<file path="src/rtl/gauss_filter_pkg.sv">
// Shared BTLE TX constants for the Gaussian pulse shaper: default widths/rates,
// the 2-bit symbol encoding and small sizing helpers.
package gauss_filter_pkg;

    localparam int BTLE_GAUSS_FILTER_BIT_WIDTH = 16;
    localparam int BTLE_VCO_BIT_WIDTH          = BTLE_GAUSS_FILTER_BIT_WIDTH;
    localparam int BTLE_SAMPLE_PER_SYMBOL      = 8;
    localparam int BTLE_NUM_TAP                = 17;
    localparam int BTLE_TAP_ADDR_BIT_WIDTH     = 5;
    localparam int BTLE_OUT_INTERVAL           = 2;

    // Symbol history encoding: two's-complement style so bit 1 acts as a sign.
    localparam logic [1:0] SYM_ZERO = 2'b00;
    localparam logic [1:0] SYM_P1   = 2'b01;
    localparam logic [1:0] SYM_M1   = 2'b11;

    typedef enum logic {
        ST_IDLE,
        ST_EMIT
    } state_t;

    function automatic int num_hist(input int num_tap, input int sps);
        return (num_tap + sps - 1) / sps;
    endfunction

    function automatic int cnt_width(input int n);
        return (n > 1) ? $clog2(n) : 1;
    endfunction

    function automatic logic [1:0] encode_symbol(input logic bit_val, input logic flush);
        if (flush) begin
            return SYM_ZERO;
        end
        return bit_val ? SYM_P1 : SYM_M1;
    endfunction

endpackage

</file>
<file path="src/rtl/gauss_filter_phase_sum.sv">
// Combinational polyphase sum for one output phase: adds, subtracts or skips each
// tap according to the stored symbol, then saturates to the output width.
module gauss_filter_phase_sum
    import gauss_filter_pkg::*;
#(
    parameter int W        = BTLE_GAUSS_FILTER_BIT_WIDTH,
    parameter int NUM_TAP  = BTLE_NUM_TAP,
    parameter int SPS      = BTLE_SAMPLE_PER_SYMBOL,
    parameter int NUM_HIST = num_hist(NUM_TAP, SPS),
    parameter int PHASE_W  = cnt_width(SPS)
) (
    input  logic [NUM_TAP-1:0][W-1:0]  i_taps,
    input  logic [NUM_HIST-1:0][1:0]   i_hist,
    input  logic [PHASE_W-1:0]         i_phase,
    output logic signed [W-1:0]        o_sample
);

    localparam int ACC_W = W + 2;
    localparam logic signed [ACC_W-1:0] SAT_MAX = {{3{1'b0}}, {(W-1){1'b1}}};
    localparam logic signed [ACC_W-1:0] SAT_MIN = {{3{1'b1}}, {(W-1){1'b0}}};

    logic signed [ACC_W-1:0] w_acc;

    // Tap k belongs to phase k % SPS and multiplies history slot k / SPS.
    always_comb begin
        // NOTE: assign a default before the loop so no path leaves w_acc unassigned
        // (otherwise a latch is inferred).
        w_acc = '0;
        for (int k = 0; k < NUM_TAP; k++) begin
            if (PHASE_W'(k % SPS) == i_phase) begin
                case (i_hist[k / SPS])
                    SYM_P1:  w_acc = w_acc + ACC_W'($signed(i_taps[k]));
                    SYM_M1:  w_acc = w_acc - ACC_W'($signed(i_taps[k]));
                    default: w_acc = w_acc;
                endcase
            end
        end
    end

    always_comb begin
        if (w_acc > SAT_MAX) begin
            o_sample = {1'b0, {(W-1){1'b1}}};
        end else if (w_acc < SAT_MIN) begin
            o_sample = {1'b1, {(W-1){1'b0}}};
        end else begin
            o_sample = w_acc[W-1:0];
        end
    end

endmodule

</file>
<file path="src/rtl/gauss_filter.sv">
// GFSK Gaussian pulse shaper: takes one symbol per ready/valid handshake and emits
// SAMPLE_PER_SYMBOL filtered samples, OUT_INTERVAL clocks apart, to the vco.
module gauss_filter
    import gauss_filter_pkg::*;
#(
    parameter int GAUSS_FILTER_BIT_WIDTH = BTLE_GAUSS_FILTER_BIT_WIDTH,
    parameter int NUM_TAP                = BTLE_NUM_TAP,
    parameter int TAP_ADDR_BIT_WIDTH     = BTLE_TAP_ADDR_BIT_WIDTH,
    parameter int SAMPLE_PER_SYMBOL      = BTLE_SAMPLE_PER_SYMBOL,
    parameter int OUT_INTERVAL           = BTLE_OUT_INTERVAL
) (
    input  logic                                     clk,
    input  logic                                     rst,
    input  logic                                     tap_write_enable,
    input  logic [TAP_ADDR_BIT_WIDTH-1:0]            tap_write_address,
    input  logic signed [GAUSS_FILTER_BIT_WIDTH-1:0] tap_write_data,
    input  logic                                     bit_in,
    input  logic                                     bit_in_flush,
    input  logic                                     bit_in_valid,
    output logic                                     bit_in_ready,
    output logic signed [GAUSS_FILTER_BIT_WIDTH-1:0] voltage_signal,
    output logic                                     voltage_signal_valid
);

    localparam int W        = GAUSS_FILTER_BIT_WIDTH;
    localparam int SPS      = SAMPLE_PER_SYMBOL;
    localparam int NUM_HIST = num_hist(NUM_TAP, SPS);
    localparam int PHASE_W  = cnt_width(SPS);
    localparam int CNT_W    = cnt_width(OUT_INTERVAL);
    localparam logic [PHASE_W-1:0] PHASE_LAST = PHASE_W'(SPS - 1);
    localparam logic [CNT_W-1:0]   CNT_LAST   = CNT_W'(OUT_INTERVAL - 1);

    state_t                      r_state;
    logic [NUM_TAP-1:0][W-1:0]   r_taps;
    logic [NUM_HIST-1:0][1:0]    r_hist;
    logic [PHASE_W-1:0]          r_phase;
    logic [CNT_W-1:0]            r_cnt;
    logic signed [W-1:0]         r_voltage;
    logic                        r_valid;

    logic                        w_accept;
    logic [1:0]                  w_sym;
    logic signed [W-1:0]         w_sample;

    assign bit_in_ready = (r_state == ST_IDLE) ||
                          ((r_state == ST_EMIT) && (r_phase == PHASE_LAST) && (r_cnt == CNT_LAST));
    assign w_accept     = bit_in_valid && bit_in_ready;
    assign w_sym        = encode_symbol(bit_in, bit_in_flush);

    assign voltage_signal       = r_voltage;
    assign voltage_signal_valid = r_valid;

    // Out-of-range addresses match no index and are dropped.
    always_ff @(posedge clk or negedge rst) begin
        if (!rst) begin
            // NOTE: the tap bank is deliberately cleared by reset; the loader must
            // rewrite it afterwards.
            r_taps <= '0;
        end else if (tap_write_enable) begin
            for (int k = 0; k < NUM_TAP; k++) begin
                if (int'(tap_write_address) == k) begin
                    r_taps[k] <= tap_write_data;
                end
            end
        end
    end

    gauss_filter_phase_sum #(
        .W        (W),
        .NUM_TAP  (NUM_TAP),
        .SPS      (SPS),
        .NUM_HIST (NUM_HIST),
        .PHASE_W  (PHASE_W)
    ) u_phase_sum (
        .i_taps   (r_taps),
        .i_hist   (r_hist),
        .i_phase  (r_phase),
        .o_sample (w_sample)
    );

    always_ff @(posedge clk or negedge rst) begin
        if (!rst) begin
            r_state   <= ST_IDLE;
            r_hist    <= '0;
            r_phase   <= '0;
            r_cnt     <= '0;
            r_voltage <= '0;
            r_valid   <= 1'b0;
        end else begin
            // NOTE: non-blocking throughout, so the sample registered this edge uses
            // the history/taps from before any same-edge accept or tap write.
            r_valid <= 1'b0;
            case (r_state)
                ST_IDLE: begin
                    if (w_accept) begin
                        r_hist  <= {r_hist[NUM_HIST-2:0], w_sym};
                        r_phase <= '0;
                        r_cnt   <= '0;
                        r_state <= ST_EMIT;
                    end
                end
                ST_EMIT: begin
                    if (r_cnt == '0) begin
                        r_voltage <= w_sample;
                        r_valid   <= 1'b1;
                    end
                    if (r_cnt == CNT_LAST) begin
                        r_cnt <= '0;
                        if (r_phase == PHASE_LAST) begin
                            // Final slot: chain straight into the next symbol if one is offered.
                            if (w_accept) begin
                                r_hist  <= {r_hist[NUM_HIST-2:0], w_sym};
                                r_phase <= '0;
                            end else begin
                                r_state <= ST_IDLE;
                            end
                        end else begin
                            r_phase <= r_phase + PHASE_W'(1);
                        end
                    end else begin
                        r_cnt <= r_cnt + CNT_W'(1);
                    end
                end
                default: r_state <= ST_IDLE;
            endcase
        end
    end

endmodule

</file>
<file path="config.mk">
export PLATFORM = sky130hd
export DESIGN_NAME = gauss_filter
export DESIGN_NICKNAME = d
export VERILOG_FILES = /design/src/rtl/gauss_filter_pkg.sv /design/src/rtl/gauss_filter_phase_sum.sv /design/src/rtl/gauss_filter.sv
export SDC_FILE = /design/constraint.sdc
export NUM_CORES = 1
export LEC_CHECK = 0
export CAP_MARGIN = 25
export CORE_ASPECT_RATIO = 1.5
export CORE_MARGIN = 8
export CORE_UTILIZATION = 60
export DETAILED_ROUTE_END_ITERATION = 10
export MAX_ROUTING_LAYER = met4
export PLACE_DENSITY = 0.73
export REMOVE_ABC_BUFFERS = 1
export SYNTH_ARGS = -nofsm -noshare
export SYNTH_HDL_FRONTEND = slang
export SYNTH_SLANG_ARGS = --single-unit
</file>
<file path="constraint.sdc">
create_clock -name clk -period 32.6 [get_ports clk]
set_input_delay 9.78 -clock clk [delete_from_list [all_inputs] [get_ports clk]]
set_output_delay 9.78 -clock clk [all_outputs]
set_load 0.01 [all_outputs]
</file>
# Yosys cells after proc, flatten, opt, wreduce, memory -nomap -nowiden
# Index checks and enable logic that the tools add are counted.
# classes
n_addsub,35
order_cmp,2
eq_ne,33
muxes,57
bitwise,2
reduce_logical,25
# ops
operator,n
case mux 18 bit (2 select lines),17
two-way mux 18 bit,17
adder 18 x 16 -> 18 bit,16
subtractor 18 x 16 -> 18 bit,16
"equality test 5 bit, second input constant",9
AND reduction 2 bit,19
two-way mux 16 bit,2
"equality test 5 x 4 -> 1 bit, second input constant",4
"greater-than comparator 18 x 16 -> 1 bit, second input constant",1
"less-than comparator 18 x 16 -> 1 bit, second input constant",1
two-way mux 6 bit,3
"subtractor 1 x 16 -> 17 bit, first input constant",1
"equality test 3 bit, first input constant",4
case mux 6 bit (2 select lines),1
"equality test 5 x 3 -> 1 bit, second input constant",2
two-way mux 3 bit,3
two-way mux 1 bit,8
"equality test 2 x 1 -> 1 bit, second input constant",3
"equality test 2 bit, second input constant",3
"equality test 2 x 3 -> 1 bit, first input constant",2
two-way mux 2 bit,3
case mux 3 bit (2 select lines),1
"equality test 5 x 2 -> 1 bit, second input constant",1
logical NOT 5 bit,1
11 further kinds,16
# word_totals
regBits,300
input_bits,27
out_inout_bits,18
elab_cells,179

# Longest topological paths before layout
# Gate-level depths: netlist of run 1.
# depth
word_depth,54
ltp_mapped,122
depth_no_buf,118

# By module
# A second synthesis of run 1 with hierarchy kept.
# unflattened
hier_cells,3989
area_unflattened_um2,33447.1
# by_module_without_submodules
mod,instances,cells_each,area_per_inst_um2,seq_area_each_um2
gauss_filter_phase_sum,1,3314,22039.9,0.0
gauss_filter,1,675,11407.2,7507.2

# Least setup slack after synthesis of run 1
# Ideal clock, no wire load.
# synth_timing
kind,register to register
startpoint,register r_hist[0] (netlist bit)
endpoint,"register r_voltage[10], in the netlist voltage_signal[10]"
setup_ns,0.127
t_arrival_ns,21.692
required_ns,32.473
path_slack_ns,10.781
path_stages_with_launch,117
n_path_buf,8
period_less_slack_ns,21.819
cell_sequence,dfrtp_1 buf_2 and2_1 buf_2 clkbuf_1 buf_1 nor2_1 xnor2_1 ha_1 nor2b_1 and3_1 o21a_1 nor2_1 inv_1 ha_1 clkbuf_1 inv_1 o21bai_1 (+81 left out) and4_1 a31oi_1 xnor2_1 nand2_1 o32a_1 o41ai_1 or2_2 ha_1 a21o_1 a21oi_1 a21oi_1 o21ai_0 xor3_1 xnor3_1 xnor3_2 and3_2 buf_6 a221o_2
# synth_via
elab_chain_len,54
elab_cells_between_ends,72
cone_classes,add/sub (32); order compare (2); eq/ne (2); mux (36)
# synth_lines
item,line_no,source
start: declaration,gauss_filter.sv:35,logic [NUM_HIST-1:0][1:0] r_hist;
start signal: assignment,gauss_filter.sv:96,"r_hist <= {r_hist[NUM_HIST-2:0], w_sym};"
start signal: assignment,gauss_filter.sv:112,"r_hist <= {r_hist[NUM_HIST-2:0], w_sym};"
equality test 2 bit / equality test 2 x 1 -> 1 bit (equally long branches),gauss_filter_phase_sum.sv:31,case (i_hist[k / SPS])
case mux 18 bit (2 select lines),gauss_filter_phase_sum.sv:31,
two-way mux 18 bit,gauss_filter_phase_sum.sv:30,if (PHASE_W'(k % SPS) == i_phase) begin
subtractor 18 x 16 -> 18 bit / adder 18 x 16 -> 18 bit (equally long branches),"gauss_filter_phase_sum.sv:33, gauss_filter_phase_sum.sv:32",
case mux 18 bit (2 select lines),gauss_filter_phase_sum.sv:31,
two-way mux 18 bit,gauss_filter_phase_sum.sv:30,
subtractor 18 x 16 -> 18 bit / adder 18 x 16 -> 18 bit (equally long branches),"gauss_filter_phase_sum.sv:33, gauss_filter_phase_sum.sv:32",
case mux 18 bit (2 select lines),gauss_filter_phase_sum.sv:31,
(+38 left out),--,
case mux 18 bit (2 select lines),gauss_filter_phase_sum.sv:31,
two-way mux 18 bit (*),gauss_filter_phase_sum.sv:30,
subtractor 18 x 16 -> 18 bit / adder 18 x 16 -> 18 bit (equally long branches),"gauss_filter_phase_sum.sv:33, gauss_filter_phase_sum.sv:32",
case mux 18 bit (2 select lines),gauss_filter_phase_sum.sv:31,
two-way mux 18 bit (*),gauss_filter_phase_sum.sv:30,
less-than comparator 18 x 16 -> 1 bit,gauss_filter_phase_sum.sv:43,end else if (w_acc < SAT_MIN) begin
two-way mux 16 bit,gauss_filter_phase_sum.sv:43,
two-way mux 16 bit (*),gauss_filter_phase_sum.sv:41,if (w_acc > SAT_MAX) begin
end signal: assignment,gauss_filter.sv:104,r_voltage <= w_sample;
end: declaration,gauss_filter.sv:38,logic signed [W-1:0] r_voltage;
# Mark *: on every way between the ends. The rest lies on a longest branch, timed or not.
# A chain may end at the register's enable or synchronous reset.

# Worst setup path in the final report of run 1
# layout_timing
startpoint,register r_phase[0]
endpoint,"register r_voltage[9], in the netlist voltage_signal[9]"
# layout_via
elab_chain_len,53
elab_cells_between_ends,77
cone_classes,add/sub (32); order compare (2); eq/ne (7); mux (35); reduce/logical (1)
# layout_lines
item,line_no,source
start: declaration,gauss_filter.sv:36,logic [PHASE_W-1:0] r_phase;
start signal: assignment,gauss_filter.sv:118,r_phase <= r_phase + PHASE_W'(1);
logical NOT 3 bit,gauss_filter_phase_sum.sv:30,
two-way mux 18 bit,gauss_filter_phase_sum.sv:30,
subtractor 18 x 16 -> 18 bit / adder 18 x 16 -> 18 bit (equally long branches),"gauss_filter_phase_sum.sv:33, gauss_filter_phase_sum.sv:32",
case mux 18 bit (2 select lines),gauss_filter_phase_sum.sv:31,
two-way mux 18 bit,gauss_filter_phase_sum.sv:30,
subtractor 18 x 16 -> 18 bit / adder 18 x 16 -> 18 bit (equally long branches),"gauss_filter_phase_sum.sv:33, gauss_filter_phase_sum.sv:32",
case mux 18 bit (2 select lines),gauss_filter_phase_sum.sv:31,
two-way mux 18 bit,gauss_filter_phase_sum.sv:30,
(+37 left out),--,
case mux 18 bit (2 select lines),gauss_filter_phase_sum.sv:31,
two-way mux 18 bit,gauss_filter_phase_sum.sv:30,
subtractor 18 x 16 -> 18 bit / adder 18 x 16 -> 18 bit (equally long branches),"gauss_filter_phase_sum.sv:33, gauss_filter_phase_sum.sv:32",
case mux 18 bit (2 select lines),gauss_filter_phase_sum.sv:31,
two-way mux 18 bit (*),gauss_filter_phase_sum.sv:30,
less-than comparator 18 x 16 -> 1 bit,gauss_filter_phase_sum.sv:43,
two-way mux 16 bit,gauss_filter_phase_sum.sv:43,
two-way mux 16 bit (*),gauss_filter_phase_sum.sv:41,
# Marks and branches as above.

==> flow_metrics.tcl, run 1 <==
set metrics [dict create \
    cts.sinks 300 \
    fill_cells 5170 \
    drt-wirelength-per-cell_um 26.72 \
    gr-total-overflow 0 \
    drive_gt1_frac 0.1137 \
    ioPinCount 45 \
    synth-edff-count 0 \
    chipWidth_um 212.8 \
    start_util 0.6040 \
    netlist_instances 4309 \
    fin_crit_ns 26.70 \
    routabilityCongestion 1.136 \
    max_freq_mhz 37.45 \
    crit_required_ns 33.05 \
    p_clk_frac 0.085 \
    post-route-period-util 0.8191 \
    clock_latency_ns 0.59 \
    yosysTopAreaCellShare 0.2154 \
    drc_errors 0 \
    start_kind "register" \
    postCtsSetupRepairBufs 0 \
    core-area_um2 57700 \
    hp-class "register to register" \
    r2r_slack_ns 5.90 \
    combPwrFrac 0.799 \
    multi_input_area_um2 26110 \
    finalSetupTns_ns 0 \
    p_sw_frac 0.5405 \
    endpoint_kind "register" \
    viasPerCell 6.745 \
    path_clk_slew_ns 0.08 \
    rr_worst_depth 111 \
    firstDrtPassIters 6 \
    grt_first_pass_wirelength_mm 201.7 \
    grt_usage 0.4150 \
    internal-power_mw 2.254 \
    cts_buffer_depth 3 \
    fin_worst_skew_ns 0.02503 \
    die_area_um2 66210 \
    grt_pass1_vias 33482 \
    hold_viol 0 \
    crit_path_top_delay_cell "xnor2_1" \
    timing.rr.start "r_phase[0]" \
    yosys.area.top_type "dfrtp_1" \
    crit_path_max_incr_delay_ns 0.59 \
    cts_tree "done" \
    p_leak_nw 17.50 \
    rsz0062_at_grt "no" \
    syn_to_final_growth_pct 7.270 \
    slew_headroom 0.2794 \
    final_common_cell "nor2_1" \
    worst_path_most_repeated_cell "ha_1" \
    seqPwrFrac 0.115 \
    vias 34395 \
    cts_root_buf "clkbuf_16" \
    antenna_found_initial 7 \
    p_sw_mw 2.652 \
    synth_top_flop_cell "dfrtp_1" \
    peakVddDrop_uv 120.8 \
    async_flop_share 1.000 \
    grt_max_degree 101 \
    cts_resized 0 \
    setup-violations-final 0 \
    portBuffers 44 \
    yosys-top-cells-area "dfrtp_1 (22%), ha_1 (11%), mux2_2 (8.9%), xnor2_1 (6.5%), nor2_1 (4.6%)" \
    rows 108 \
    synth_cell_types 96 \
    slew_viol_final 0 \
    p_per_area_nw_per_um2 131.2 \
    wl_mm 136.3 \
    stdcell_count 5099 \
    worstPathArrival_ns 27.15 \
    final_cell_mix "nor2_1 (423), nand2_1 (393), a21oi_1 (310)" \
    htreeDepth 2 \
    ant_nets 0 \
    first_iter_violations 2938 \
    cts_buffers 34 \
    r2r-end "voltage_signal[9]" \
    synth_area_per_cell_um2 8.088 \
    hpwl_mm 102.6 \
    dieHeight_um 311.2 \
    yosys_register_bits 300 \
    cap_violations 0 \
    cp_max_fo 20 \
    synth_warnings 0 \
    path_class "register to register" \
    cp-endpoint "voltage_signal[9]" \
    regArea_um2 7507 \
    netlist_area_um2 34850 \
    post-place-cells 5022 \
    ys_seq_area_frac 0.2154 \
    cts_hold_buffers 0 \
    critPathLaunch "r_phase[0]" \
    fin_nets 4631 \
    worst_slew_pin_slew_ns 1.070 \
    status "finished, final reports clean" \
]
[per-layer routing]
metal  track usage  wire [µm]  up-vias
li1              -          -    15726
met1        0.4083      45640    16416
met2        0.6801      65030     1599
met3       0.07327       9479      654
met4        0.3958      16120        0
met5             -          0        -
[power groups by stage]
stage	Clock [mW]	Combinational, mW	Sequential [mW]
detailed placement	0	3.77	0.567
finish	0.418	3.92	0.566
CTS	0.423	3.80	0.562
floorplan	0	2.77	0.546
global placement	0	3.74	0.565
global route	0.435	4.23	0.576
[cell type report]
type	count	area share
Clock inverter	14	0.005020
Tap cell	770	0.02577
Antenna cell	11	0.0007363
Multi-Input combinational cell	3680	0.6983
Sequential cell	300	0.2008
Timing Repair Buffer	117	0.02738
Inverter	160	0.01606
Clock buffer	47	0.02597
[through the flow]
| step | power [mW] | setup WS [ns] | utilization | area (µm²) | hold slack, ns |
|---|---|---|---|---|---|
| 2_1_floorplan | 3.321 | 10.02 | - | 34190 | 0.5002 |
| 3_3_place_gp | 4.309 | 6.242 | 0.6257 | 36100 | 0.5001 |
| 3_5_place_dp | 4.342 | 6.428 | 0.6259 | 36120 | 0.4889 |
| 4_1_cts | 4.786 | 6.255 | 0.6460 | 37280 | 0.5168 |
| 5_1_grt | 5.242 | 4.535 | 0.6477 | 37370 | 0.5349 |
| 6_report | 4.906 | 5.899 | 0.6479 | 37390 | 0.5195 |
[cells by family after synthesis]
| group | after synthesis | share of synthesized area |
|---|---|---|
| AO/OA/AOI/OAI | 1225 | 0.2327 |
| XOR/XNOR | 429 | 0.1095 |
| adder cells (fa/ha/maj) | 311 | 0.1151 |
| buffers and inverters | 329 | 0.03626 |
| flip-flops | 300 | 0.2154 |
| multiplexers | 310 | 0.09894 |
| AND/OR/NAND/NOR | 1405 | 0.1921 |
[sequential cells by signal, indices dropped and copies added, names as in the netlist]
name,cells
r_cnt,1
voltage_signal,16
r_state,1
r_taps,272
voltage_signal_valid,1
r_hist,6
r_phase,3
[worst max-delay path: cells and delay by family (launching register included)]
family | cells | cell delay (ns)
AOI/OAI and AO/OA | 45 | 9.60
adders and majority gates | 17 | 5.92
and+or+nand+nor | 27 | 5.55
xor gates and xnor gates | 14 | 3.61
muxes | 3 | 0.82
buffers and inverters | 5 | 0.61
DFF | 1 | 0.42
[Yosys cell counts (36+ instances only)]
library cell,instances
a21oi_1,310
dfrtp_1,300
xor2_1,168
xnor2_1,257
nor2_1,423
mux2_2,276
o21a_1,84
nand2b_1,63
or3_1,37
a211oi_1,45
a31oi_1,56
o21ai_0,252
inv_1,159
nor2b_1,67
nor4_1,36
ha_1,295
o31ai_1,63
nor3_1,124
nand2_1,395
nand3_1,63
clkbuf_1,147
a21o_1,92
[worst min path at each step]
stage	from	to	slack, ns	depth (start not counted)
final	voltage_signal[14]	voltage_signal[14]	0.52	2
after global routing	voltage_signal[0]	voltage_signal[0]	0.53	1
after CTS	voltage_signal[14]	voltage_signal[14]	0.52	2
after detailed placement	voltage_signal[14]	voltage_signal[14]	0.49	2
after global placement	voltage_signal[14]	voltage_signal[14]	0.50	2
after floorplan	r_hist[4]	r_hist[4]	0.50	2
No activity file was read; power rests on OpenSTA's default activity.
==> run 2, diff against run 1 <==
--- a/config.mk
+++ b/config.mk
@@ -8,10 +8,10 @@
 export CAP_MARGIN = 25
 export CORE_ASPECT_RATIO = 1.5
 export CORE_MARGIN = 8
-export CORE_UTILIZATION = 60
+export CORE_UTILIZATION = 59
 export DETAILED_ROUTE_END_ITERATION = 10
 export MAX_ROUTING_LAYER = met4
-export PLACE_DENSITY = 0.73
+export PLACE_DENSITY = 0.75
 export REMOVE_ABC_BUFFERS = 1
 export SYNTH_ARGS = -nofsm -noshare
 export SYNTH_HDL_FRONTEND = slang
==> constraint.sdc (replaced) <==
create_clock -name clk -period 22.9 [get_ports clk]
set_input_delay 6.87 -clock clk [delete_from_list [all_inputs] [get_ports clk]]
set_output_delay 6.87 -clock clk [all_outputs]
set_load 0.01 [all_outputs]
==> run 2 against run 1 <==
  * Hold slack about the same
  * Utilization grew 5.4 points
  * Setup slack got worse by 5.0 ns
  * Maximum frequency rose by 21%
  * Count of clock-buffer cells in the layout shrank 1
  * Clock skew is 0.013 ns higher
  * Critical endpoint is now voltage_signal[12]
  * Cell area increased by 10%
  * Non-clock buffer count up 364
==> flow_metrics.tcl, run 2 (synthesis gave the netlist of run 1 again) <==
set metrics [dict create \
    core-area_um2 58640 \
    largest_reg_flops 272 \
    critPathLaunch "r_phase[1]" \
    status "finished, final reports clean" \
    cp_top_family "compound AO/OA/AOI/OAI gates" \
    crit_path_max_incr_delay_ns 0.46 \
    fin_crit_ns 22.01 \
    cts_buffer_depth 3 \
    dieHeight_um 313.7 \
    timing.rr.start "r_phase[1]" \
    worst_path_most_repeated_cell "buf_4" \
    grt_first_pass_wirelength_mm 202.3 \
    worst_slew_pin_slew_ns 1.090 \
    fin_worst_skew_ns 0.03823 \
    hold_viol 0 \
    grt_pass1_vias 34445 \
    preCtsSetupSlack_ns -0.2454 \
    hp-class "register to register" \
    drive_gt1_frac 0.2166 \
    cts.sinks 300 \
    drt-wirelength-per-cell_um 25.08 \
    crit_required_ns 23.37 \
    syn_to_final_growth_pct 18.11 \
    endpoint_kind "register" \
    viasPerCell 6.545 \
    cts_tree "done" \
    worstPathArrival_ns 22.48 \
    cp_num_buf_inv 16 \
    cp_max_fo 8 \
    path_clk_slew_ns 0.06 \
    ant_nets 0 \
    cap_violations 0 \
    setup-violations-final 0 \
    firstDrtPassIters 8 \
    final_cell_mix "buf_4 (429), nor2_1 (415), nand2_1 (392)" \
    clock_latency_ns 0.60 \
    gr-total-overflow 0 \
    cts_root_buf "clkbuf_16" \
    regMostFlops "r_taps" \
    holdWs_ns 0.5194 \
    fin_nets 4997 \
    grt_usage 0.4012 \
    drc_errors 0 \
    final_common_cell "buf_4" \
    first_iter_violations 3042 \
    crit_path_top_delay_cell "fa_1" \
    vias 35779 \
    rows 109 \
    grt_max_degree 84 \
    holdCritStartpoint "voltage_signal[7]" \
    die_area_um2 67270 \
    chipWidth_um 214.4 \
    slew_viol_final 0 \
    routabilityCongestion 1.086 \
    cts_buffers 36 \
    fill_cells 4901 \
    cts_hold_buffers 0 \
    start_util 0.5943 \
    slew_headroom 0.2657 \
    hpwl_mm 101.9 \
    wl_mm 137.1 \
    post-route-period-util 0.9611 \
    start_kind "register" \
    portBuffers 44 \
    antenna_found_initial 8 \
    max_freq_mhz 45.44 \
    path_class "register to register" \
    setup_ws_ns 0.8910 \
    ioPinCount 45 \
    htreeDepth 2 \
]
==> run 2: changes by cell type in the layout (fill, tap and decap cells not counted), moves of 22 or more <==
cell     previous run  this run
buf_4              70       429
ha_1              295       272
o21ai_1             3        25
a21oi_2             1        33
a21oi_1           310       277
o21ai_0           252       227
==> run 2: area by class of cell <==
type	count	area, µm²	share of cell area
multi-input combinational	3680	27140	0.6594
sequential	300	7507	0.1824
timing repair buffer	481	3834	0.09313
clock buffer	46	988.4	0.02401
tap	777	972.2	0.02362
inverter	160	600.6	0.01459
clock inverter	14	97.59	0.002371
antenna	9	22.52	0.0005471
==> run 2: metal layers <==
metal,track usage,vias to the layer above,share of wire
met5,-,-,0
met4,0.3778,0,0.12
met3,0.06724,635,0.068
met2,0.6600,1538,0.47
met1,0.4043,17157,0.35
li1,-,16449,-
==> run 2: timing repair <==
| action | 4_1_cts | 5_1_grt |
|---|---|---|
| setup buffers | 1 | 29 |
| hold endpoints to repair | 0 | 0 |
| cloned | 0 | 0 |
| pin swaps | 0 | 54 |
| endpoints found under the setup margin | 15 | 16 |
| gates resized for setup | 19 | 196 |
==> run 2: worst reg2reg max path, delay by kind of cell (launching register included) <==
kind / cells / cell delay [ns]
compound gates: 49 / 8.14
xor+xnor: 13 / 2.80
flops: 1 / 0.35
buf+inv: 16 / 2.28
fa+ha+maj: 17 / 4.77
simple gates: 27 / 3.53
==> run 2: path summary, 6_finish.rpt <==
| check | endpoint | slack, ns | cells past startpoint |
|---|---|---|---|
| worst max-delay path | voltage_signal[12] | 0.89 | 122 |
| worst min-delay path | voltage_signal[7] | 0.52 | 1 |
| worst max register to register | voltage_signal[12] | 0.89 | 122 |
| worst min register to register | voltage_signal[7] | 0.52 | 1 |
| max in group asynchronous | r_taps[127] | 15.11 | 2 |
| min in group asynchronous | r_taps[28] | 6.29 | 1 |
==> run 2: per-stage QoR <==
step             util  area (µm²)  std cells  TNS [ns]
3_3_place_gp   0.6594       38670       5363         0
3_5_place_dp   0.6599       38700       5364    -2.654
2_1_floorplan       -       34190       4140         0
4_1_cts        0.6802       39890       5425         0
5_1_grt        0.7019       41160       5465    -1.495
6_report       0.7019       41160       5467         0
Power of run 2 is not shown: default switching activity piles up to over one toggle a cycle in this logic, so the estimate is an artifact.
